## config.mk

```make
export PLATFORM = sky130hd
export DESIGN_NAME = ethernet_rx
export DESIGN_NICKNAME = d
export VERILOG_FILES = /design/src/rtl/ethernet_rx.sv
export SDC_FILE = /design/constraint.sdc
export NUM_CORES = 1
export LEC_CHECK = 0
export CORE_MARGIN = 4
export CORE_UTILIZATION = 60
export DETAILED_ROUTE_END_ITERATION = 8
export HOLD_SLACK_MARGIN = 0.08
export PLACE_DENSITY = 0.85
export SLEW_MARGIN = 20
export SYNTH_ARGS = -nofsm -noshare
export SYNTH_HDL_FRONTEND = slang
export SYNTH_SLANG_ARGS = --single-unit
```

## constraint.sdc

```tcl
create_clock -name clk -period 4.4 [get_ports clk]
set_input_delay 0.88 -clock clk [delete_from_list [all_inputs] [get_ports clk]]
set_output_delay 0.88 -clock clk [all_outputs]
set_load 0.05 [all_outputs]
```

## src/rtl/ethernet_rx.sv

```systemverilog
// Ethernet receive parser: filters on destination MAC, decodes IPv4/ARP EtherType,
// and streams payload bytes one cycle after each input strobe.
module ethernet_rx #(
  parameter logic [47:0] DEVICE_MAC  = 48'h0050C2_1A2B3C,
  parameter logic [10:0] MAX_PAYLOAD = 11'd1500
) (
  input  logic        clk,
  input  logic        reset,
  input  logic        rxByteValid,
  input  logic [7:0]  rxData,
  input  logic        rxFrameStart,
  input  logic        rxFrameEnd,
  output logic        newFrame,
  output logic        frameType,
  output logic        newFrameByte,
  output logic [7:0]  frameData,
  output logic        frameEnd,
  output logic [10:0] payloadLen,
  output logic [47:0] sourceMAC,
  output logic        frameDropped
);

  typedef enum logic [2:0] {IDLE, DSTMAC, SRCMAC, ETYPE, PAYLOAD, DISCARD} state_t;

  state_t      state;
  logic [3:0]  hdr_cnt;
  logic [39:0] dst_shift;
  logic [47:0] src_stage;
  logic [7:0]  type_hi;
  logic        prev_valid;
  logic        end_pending;
  logic [47:0] dst_next;
  logic [15:0] etype;
  logic        dst_match;

  assign dst_next  = {dst_shift, rxData};
  assign etype     = {type_hi, rxData};
  assign dst_match = (dst_next == DEVICE_MAC) || (dst_next == '1);

  always_ff @(posedge clk) begin
    if (reset) begin
      state        <= IDLE;
      hdr_cnt      <= '0;
      dst_shift    <= '0;
      src_stage    <= '0;
      type_hi      <= '0;
      prev_valid   <= 1'b0;
      end_pending  <= 1'b0;
      newFrame     <= 1'b0;
      frameType    <= 1'b0;
      newFrameByte <= 1'b0;
      frameData    <= '0;
      frameEnd     <= 1'b0;
      payloadLen   <= '0;
      sourceMAC    <= '0;
      frameDropped <= 1'b0;
    end else begin
      newFrame     <= 1'b0;
      newFrameByte <= 1'b0;
      frameDropped <= 1'b0;
      // frameEnd trails the last newFrameByte by one cycle
      frameEnd     <= end_pending;
      end_pending  <= 1'b0;
      prev_valid   <= rxByteValid;

      if (rxByteValid) begin
        if (rxFrameStart) begin
          // A start always restarts parsing; it drops whatever frame was in progress.
          if (state != IDLE || rxFrameEnd) frameDropped <= 1'b1;
          dst_shift <= {32'h0, rxData};
          hdr_cnt   <= 4'd1;
          state     <= rxFrameEnd ? IDLE : DSTMAC;
        end else begin
          case (state)
            IDLE: ;
            DISCARD: if (rxFrameEnd) state <= IDLE;
            default: begin
              if (prev_valid || (state != PAYLOAD && rxFrameEnd)) begin
                // Overrun byte or runt end: reject the frame.
                frameDropped <= 1'b1;
                state        <= rxFrameEnd ? IDLE : DISCARD;
              end else if (state == DSTMAC) begin
                dst_shift <= dst_next[39:0];
                hdr_cnt   <= hdr_cnt + 4'd1;
                if (hdr_cnt == 4'd5) begin
                  if (dst_match) begin
                    state <= SRCMAC;
                  end else begin
                    frameDropped <= 1'b1;
                    state        <= DISCARD;
                  end
                end
              end else if (state == SRCMAC) begin
                src_stage <= {src_stage[39:0], rxData};
                hdr_cnt   <= hdr_cnt + 4'd1;
                if (hdr_cnt == 4'd11) state <= ETYPE;
              end else if (state == ETYPE) begin
                hdr_cnt <= hdr_cnt + 4'd1;
                if (hdr_cnt == 4'd12) begin
                  type_hi <= rxData;
                end else if (etype == 16'h0800 || etype == 16'h0806) begin
                  newFrame   <= 1'b1;
                  frameType  <= (etype == 16'h0800);
                  sourceMAC  <= src_stage;
                  payloadLen <= '0;
                  state      <= PAYLOAD;
                end else begin
                  frameDropped <= 1'b1;
                  state        <= DISCARD;
                end
              end else begin
                if (payloadLen == MAX_PAYLOAD) begin
                  frameDropped <= 1'b1;
                  state        <= rxFrameEnd ? IDLE : DISCARD;
                end else begin
                  frameData    <= rxData;
                  newFrameByte <= 1'b1;
                  payloadLen   <= payloadLen + 11'd1;
                  if (rxFrameEnd) begin
                    end_pending <= 1'b1;
                    state       <= IDLE;
                  end
                end
              end
            end
          endcase
        end
      end
    end
  end

endmodule
```

=== After elaboration in Yosys (flattened, before gate mapping) ===
Index checks and enable logic that the tools add are counted.

* Add/sub/neg operators: 2
* Equality and inequality tests: 22
* Multiplexer cells: 44
* Bitwise gates (word level): 9
* Reduce and logical (&&, ||, !) cells: 22

{| class="wikitable"
|+ Operators with widths
! operator !! count
|-
| 2-to-1 mux 40 bit || 4
|-
| == test 48 x 39 -> 1 bit, second input constant || 1
|-
| == test 48 bit, second input constant || 1
|-
| 2-to-1 mux 11 bit || 4
|-
| 2-to-1 mux 3 bit || 12
|-
| == test 16 x 12 -> 1 bit, second input constant || 2
|-
| 2-to-1 mux 4 bit || 6
|-
| OR reduction 10 bit || 2
|-
| AND reduction 9 bit || 2
|-
| 2-to-1 mux 1 bit || 17
|-
| AND reduction 8 bit || 2
|-
| adder 11 x 1 -> 11 bit, second input constant || 1
|-
| == test 11 bit, second input constant || 1
|-
| NOT 1 bit || 9
|-
| OR reduction 9 bit || 1
|-
| == test 4 bit, second input constant || 2
|-
| inequality test 2 bit, second input constant || 4
|-
| AND reduction 4 bit || 2
|-
| inequality test 7 x 6 -> 1 bit, second input constant || 1
|-
| == test 3 x 2 -> 1 bit, second input constant || 2
|-
| inequality test 6 x 4 -> 1 bit, second input constant || 1
|-
| case mux 3 bit (2 select lines) || 1
|-
| AND reduction 6 bit || 1
|-
| inequality test 5 x 3 -> 1 bit, second input constant || 1
|-
| 14 further kinds || 19
|}

* Flip-flop bits (word level): 177
* Input port bits: 13
* Output and inout port bits: 72

=== Logic depth before layout (Yosys ltp) ===
Gate-level depths: netlist of the first run.

* Depth after elaboration: 10
* Mapped depth: 9
* Depth with buffers taken out: 7

=== Worst setup path after synthesis of the first run ===
Ideal clock, no wire load.

* Path type: input port to flip-flop
* Start: input port rxFrameEnd
* End: register payloadLen[9]
* Library setup time: 0.070 ns
* Data arrival time: 2.548 ns
* Required time: 4.330 ns
* Setup slack: 1.782 ns
* Stages on the path: 7
* Buffers on the path: 2
* Cells stage by stage: buf_2 inv_1 o2111ai_4 or2_2 clkbuf_1 or4_1 a21oi_1

* Longest elaborated chain between the ends: 4

{| class="wikitable"
|+ RTL lines
! element !! line !! source
|-
| start: declaration || 12 || <nowiki>input logic rxFrameEnd,</nowiki>
|-
| logical AND 1 bit || 78 || <nowiki>if (prev_valid || (state != PAYLOAD && rxFrameEnd)) begin</nowiki>
|-
| logical OR 1 bit || 78 ||
|-
| NOT 1 bit (no source line) || - ||
|-
| AND reduction 9 bit (no source line) || - ||
|-
| end signal: assignment || 118 || <nowiki>payloadLen <= payloadLen + 11'd1;</nowiki>
|-
| end: declaration || 18 || <nowiki>output logic [10:0] payloadLen,</nowiki>
|}

No other way between the ends.
A chain may end at the register's enable or synchronous reset.

=== Worst setup path in the final report of the first run ===
* Start: input port rxFrameStart
* End: register payloadLen[6]

* Longest elaborated chain between the ends: 2

{| class="wikitable"
|+ RTL lines
! element !! line !! source
|-
| start: declaration || 11 || <nowiki>input logic rxFrameStart,</nowiki>
|-
| NOT 1 bit (no source line) || - ||
|-
| AND reduction 9 bit (no source line) || - ||
|}

No other way between the ends.

==> flow_summary.yaml, run 1 <==
status:
  status: "complete, no violations"
routing:
  first_pass_iters: 5
  wire_per_inst_um: 16.8
  vias_per_cell: 6.07
  ant_nets: 0
  num_vias: 6359
  drt_iter0_markers: 706
  route.detailed.drc: 0
  totalWireLength_mm: 17.6
yosys:
  synth-xor-area-share: 0.00489
  synth_mux_area_frac: 0.0811
  avgSynthCellArea_sq_um: 8.53
  yosysWarnings: 0
  synth_nets: 858
  synthFlopType: "dfxtp_1"
  synth_top_family_by_area: "simple AND/OR/NAND/NOR gates"
  synth_seq_cells: 177
  synthArstFlopShare: 0
  synth_cells: 840
  yosys.area_share.adder: 0.00874
  yosys.area_share.simple: 0.233
  synth_cell_type_count: 58
  synth_compound_area_frac: 0.137
  ys_seq_area_frac: 0.495
  synth_area_sq_um: 7160
  synth_edf_count: 0
clocking:
  cts_resized: 0
  clk_latency_ns: 0.43
  clock-sinks: 177
  cts_hold_buf: 0
  post-cts-setup-buffers: 0
  htreeDepth: 4
  path_clk_slew_ns: 0.06
  clk_path_buf_depth: 2
  cts_root_buffer: "clkbuf_16"
  numCtsBuffers: 17
  cts_tree: "done"
hold_path:
  holdPathEnd: "src_stage[40]$_SDFFE_PP0P_"
  hold_depth: 2
  holdCritPathClass: "flop to flop"
  hp-start: "src_stage[40]$_SDFFE_PP0P_"
sta:
  final-max-slew-violation-count: 0
  slew-limit-headroom: 0.400
  fin_crit_ns: 3.18
  finalHoldViolations: 0
  worst_slack_ns: 1.22
  period_share: 0.723
  setup_viol: 0
  worst_slew_pin_slew_ns: 0.900
  rsz0062_at_grt: "no"
  fin_tns_setup_ns: 0
  clock_skew_ns: 0.00790
  fmax_ghz: 0.314
die:
  die_w_um: 117
  start_util: 0.619
  core_area_sq_um: 11600
  num_rows: 39
  io_pins: 85
  die-area_sq_um: 13700
  die_height_um: 117
global_routing:
  grt_remaining_overflow: 0
  track_usage: 0.260
  grt_pass1_vias: 6142
  grt_pass1_wl_mm: 28.7
  antenna_found_initial: 0
  grt_max_degree: 167
power_and_ir_drop:
  power_density_nw_per_um2: 367
  sequentialPowerShare: 0.521
  p_sw_frac: 0.235
  power_mw: 3.13
  ir_drop_mv: 0.324
  p_clk_frac: 0.427
  p_comb_frac: 0.052
  p_leak_nw: 2.70
  switchingPower_mw: 0.737
  p_int_mw: 2.40
critical_path:
  startpoint_type: "input pin"
  r2r-start: "state[1]$_SDFFE_PP0P_"
  crit_slowest_cell: "clkdlybuf4s50_1"
  reg2reg_setup_slack_ns: 1.65
  arrival_ns: 3.53
  path_max_fanout: 22
  cp_data_required_time_ns: 4.75
  reg2reg_depth: 5
  path_cells: "clkdlybuf4s50_1 -> nor2_1 -> o2111ai_4 -> or2_2 -> or4_1 -> a21oi_1"
  path_class: "input pin to flop"
  r2r-end: "src_stage[4]$_SDFFE_PP0P_"
  cp-end-kind: "flop"
  slowest_delay_ns: 0.63
place:
  port_buffers: 84
  place.gp.congestion: 0.895
  pre_cts_slack_ns: 0.866
  hpwl_mm: 11.3
  dp_cells: 1017
cells_and_area:
  diodes: 0
  nets: 911
  drive_gt1_frac: 0.0542
  area_growth_syn_to_layout_pct: 19.4
  fillerInstances: 832
  layout.cells.non_filler: 1047
  final_util: 0.739
flow_run:
  maxCapViolCount: 0
==> through the flow <==
stage,instance area (sq um),hold slack [ns]
detailed placement,8040,0.455
global route,8550,0.484
global placement,8040,0.440
CTS,8550,0.464
floorplan,7160,0.414
finish,8550,0.459
==> registers in the layout (all words and copies together), names as in the netlist, 3 cells and up <==
register / flops
dst_shift: 40
payloadLen: 11
state: 3
sourceMAC: 48
hdr_cnt: 4
type_hi: 8
src_stage: 48
frameData: 8
==> cells by family (layout without fill, tap and decap cells) <==
logic type                 after synthesis  count (layout)
and+or+nand+nor                        359             359
xor gates and xnor gates                 4               4
AOI/OAI and AO/OA                      168             168
adders and majority gates                5               5
DFF                                    177             177
muxes                                   58              58
buffers and inverters                   69             133
==> power by group through the flow <==
stage               Combinational (mW)  Sequential, mW  Clock (mW)
global placement                 0.154            1.66           0
global route                     0.177            1.63        1.41
finish                           0.164            1.63        1.34
detailed placement               0.159            1.67           0
floorplan                        0.115            1.66           0
CTS                              0.160            1.63        1.34
==> placed cells by master (no fill, tap or decap), types with 3 or more instances in the layout <==
master / n
nand3_1: 41
o31ai_1: 8
a21oi_1: 109
inv_1: 9
clkbuf_16: 17
nor2_1: 73
o21ai_0: 21
xnor2_1: 3
or4_1: 10
or3_1: 3
a31oi_1: 3
nand4_1: 23
clkinvlp_4: 3
mux2i_1: 58
buf_4: 8
a21o_1: 4
nand3b_1: 4
or2_2: 4
clkdlybuf4s50_1: 83
clkbuf_1: 4
dfxtp_1: 177
nor2b_1: 4
nand2_1: 160
nor3_1: 5
nor4_1: 17
ha_1: 5
a22o_1: 3
==> metal layers <==
layer | vias up | wire length, um | track usage
li1 | 3031 | - | -
met2 | 301 | 8470 | 0.417
met4 | 0 | 389 | 0.107
met5 | - | 0 | 0
met1 | 2988 | 7510 | 0.338
met3 | 39 | 1190 | 0.0602
==> cell usage after synthesis (2+ instances only) <==
master	instances	area share
a21o_1	4	0.0042
a21oi_1	109	0.076
a22o_1	3	0.0037
a31oi_1	3	0.0026
and3_1	2	0.0017
buf_1	5	0.0026
buf_2	6	0.0042
buf_6	2	0.0031
clkbuf_1	45	0.024
dfxtp_1	177	0.49
ha_1	5	0.0087
inv_1	9	0.0047
mux2i_1	58	0.081
nand2_1	160	0.084
nand3_1	41	0.029
nand3b_1	4	0.0042
nand4_1	23	0.020
nor2_1	74	0.039
nor2b_1	4	0.0035
nor3_1	5	0.0035
nor3b_1	2	0.0021
nor4_1	17	0.015
o211ai_1	2	0.0021
o21a_1	2	0.0021
o21ai_0	21	0.015
o31ai_1	8	0.0084
o41a_1	2	0.0031
or2_2	4	0.0035
or3_1	3	0.0026
or4_1	10	0.010
xnor2_1	3	0.0037
==> layout make-up <==
cell class | instances | area, sq um | area share
Multi-Input combinational cell | 594 | 3340 | 0.391
Inverter | 10 | 37.5 | 0.00439
Clock buffer | 22 | 454 | 0.0531
Sequential cell | 177 | 3540 | 0.415
Clock inverter | 8 | 58.8 | 0.00688
Tap cell | 143 | 179 | 0.0209
Timing Repair Buffer | 93 | 931 | 0.109
==> how the worst max path moves through the flow <==
stage,slack [ns],cells after the start,to,start
floorplan,1.78,7,payloadLen[9]$_SDFFE_PP0P_,rxFrameEnd
global placement,0.97,6,payloadLen[3]$_SDFFE_PP0P_,rxFrameStart
detailed placement,0.87,6,payloadLen[6]$_SDFFE_PP0P_,rxFrameStart
CTS,1.29,6,payloadLen[6]$_SDFFE_PP0P_,rxFrameStart
global route,1.07,6,payloadLen[6]$_SDFFE_PP0P_,rxFrameStart
finish,1.22,6,payloadLen[6]$_SDFFE_PP0P_,rxFrameStart
==> worst max-delay path, delay by kind of cell <==
| family | cells | cell delay (ns) |
|---|---|---|
| and+or+nand+nor | 3 | 1.49 |
| buffers and inverters | 1 | 0.63 |
| AOI/OAI and AO/OA | 2 | 0.52 |
Note: power is estimated with default switching activity, not from simulation.
==> run 2, diff against run 1 <==
- CORE_UTILIZATION: 60 -> 50
- PLACE_DENSITY: 0.85 -> 0.75
- clock period: 4.4 -> 2.9 ns (I/O delays scaled with it)
==> flow_summary.yaml, run 2 (synthesis results as in run 1) <==
cells_and_area:
  area_growth_syn_to_layout_pct: 23.6
  layout.cells.non_filler: 1101
  mostFrequentLayoutCell: "dfxtp_1"
  nets: 926
  drive_gt1_frac: 0.0760
  diodes: 0
  top_regs: "sourceMAC: 48 flops, src_stage: 48 flops, dst_shift: 40 flops"
  final_cell_mix: "dfxtp_1 (177), nand2_1 (160), a21oi_1 (109), clkdlybuf4s50_1 (83), nor2_1 (73)"
  final_util: 0.635
place:
  dp_cells: 1069
  place.gp.congestion: 0.899
  hpwl_mm: 10.8
  port_buffers: 84
critical_path:
  path_class: "input pin to flop"
  r2r-end: "sourceMAC[34]$_SDFFE_PP0P_"
  crit_path_end: "sourceMAC[34]$_SDFFE_PP0P_"
  arrival_ns: 2.87
  startpoint_type: "input pin"
  reg2reg_setup_slack_ns: 0.36
  cp-end-kind: "flop"
  r2r-start: "state[1]$_SDFFE_PP0P_"
  cp_data_required_time_ns: 3.20
  crit_start: "rxData[3]"
  reg2reg_depth: 6
  path_max_fanout: 49
routing:
  wire_per_inst_um: 15.5
  totalWireLength_mm: 17.1
  ant_nets: 0
  route.detailed.drc: 0
  vias_per_cell: 5.62
  drt_iter0_markers: 581
  num_vias: 6190
  first_pass_iters: 6
clocking:
  numCtsBuffers: 17
  htreeDepth: 4
  clk_path_buf_depth: 2
  cts_resized: 0
  clock-sinks: 177
  path_clk_slew_ns: 0.07
  post-cts-setup-buffers: 0
  clk_latency_ns: 0.43
  cts_hold_buf: 0
  cts_tree: "done"
  cts_root_buffer: "clkbuf_16"
sta:
  finalHoldViolations: 0
  setup_viol: 0
  worst_slew_pin_slew_ns: 0.766
  fin_tns_setup_ns: 0
  fmax_ghz: 0.390
  rsz0062_at_grt: "no"
  slew-limit-headroom: 0.489
  clock_skew_ns: 0.0135
  period_share: 0.884
  final-max-slew-violation-count: 0
  whs_ns: 0.455
  fin_crit_ns: 2.56
power_and_ir_drop:
  power_mw: 5.17
  p_leak_nw: 2.85
  p_sw_frac: 0.237
  p_int_mw: 3.95
  p_clk_frac: 0.472
  sequentialPowerShare: 0.478
  switchingPower_mw: 1.23
  power_density_nw_per_um2: 584
  ir_drop_mv: 0.357
  p_comb_frac: 0.051
die:
  die_height_um: 128
  start_util: 0.514
  die_w_um: 128
  num_rows: 43
  die-area_sq_um: 16300
  io_pins: 85
  core_area_sq_um: 13900
status:
  status: "complete, no violations"
hold_path:
  holdCritPathClass: "flop to flop"
global_routing:
  antenna_found_initial: 0
  grt_max_degree: 144
  grt_pass1_vias: 5751
  grt_pass1_wl_mm: 28.6
  grt_remaining_overflow: 0
  track_usage: 0.213
flow_run:
  maxCapViolCount: 0
-- run 2: worst min-delay path by stage --
stage,startpoint,endpoint,cells after the start
CTS,src_stage[40]$_SDFFE_PP0P_,src_stage[40]$_SDFFE_PP0P_,2
detailed placement,end_pending$_SDFF_PP0_,frameEnd$_SDFF_PP0_,1
global placement,src_stage[44]$_SDFFE_PP0P_,src_stage[44]$_SDFFE_PP0P_,2
finish,src_stage[40]$_SDFFE_PP0P_,src_stage[40]$_SDFFE_PP0P_,2
floorplan,end_pending$_SDFF_PP0_,frameEnd$_SDFF_PP0_,1
global route,end_pending$_SDFF_PP0_,frameEnd$_SDFF_PP0_,1
-- run 2: routing by layer --
metal,vias to the layer above,share of wire,track usage
li1,3080,-,-
met1,2924,0.47,0.305
met2,159,0.46,0.322
met3,27,0.047,0.0421
met4,0,0.018,0.0730
met5,-,0,0
-- run 2: worst max-delay path, cell delays in order --
cell and delay (ns):
clkdlybuf4s50_1 0.44, nor4_1 0.45, nand4_1 0.34, nor4_4 0.35, buf_12 0.36, mux2i_1 0.27, nor2_1 0.05
-- run 2: per-stage QoR --
| stage | cell area [sq um] | worst slack, ns |
|---|---|---|
| floorplan | 7160 | 0.582 |
| global placement | 8220 | 0.0289 |
| detailed placement | 8220 | -0.0115 |
| CTS | 8850 | 0.378 |
| global route | 8850 | 0.182 |
| finish | 8850 | 0.336 |
-- run 2: power by group through the flow --
stage / clock [mW] / sequential [mW] / combinational, mW
finish: 2.44 / 2.47 / 0.261
global route: 2.59 / 2.47 / 0.285
CTS: 2.47 / 2.47 / 0.259
detailed placement: 0 / 2.53 / 0.257
global placement: 0 / 2.53 / 0.256
floorplan: 0 / 2.52 / 0.174
-- run 2: cell type report --
cell class                 instances  area [sq um]
sequential                       177          3540
clock buffer                      18           439
multi-input combinational        594          3340
tap                              180           225
timing repair buffer             108          1070
fill                            1156          5080
clock inverter                    14           195
inverter                          10          37.5
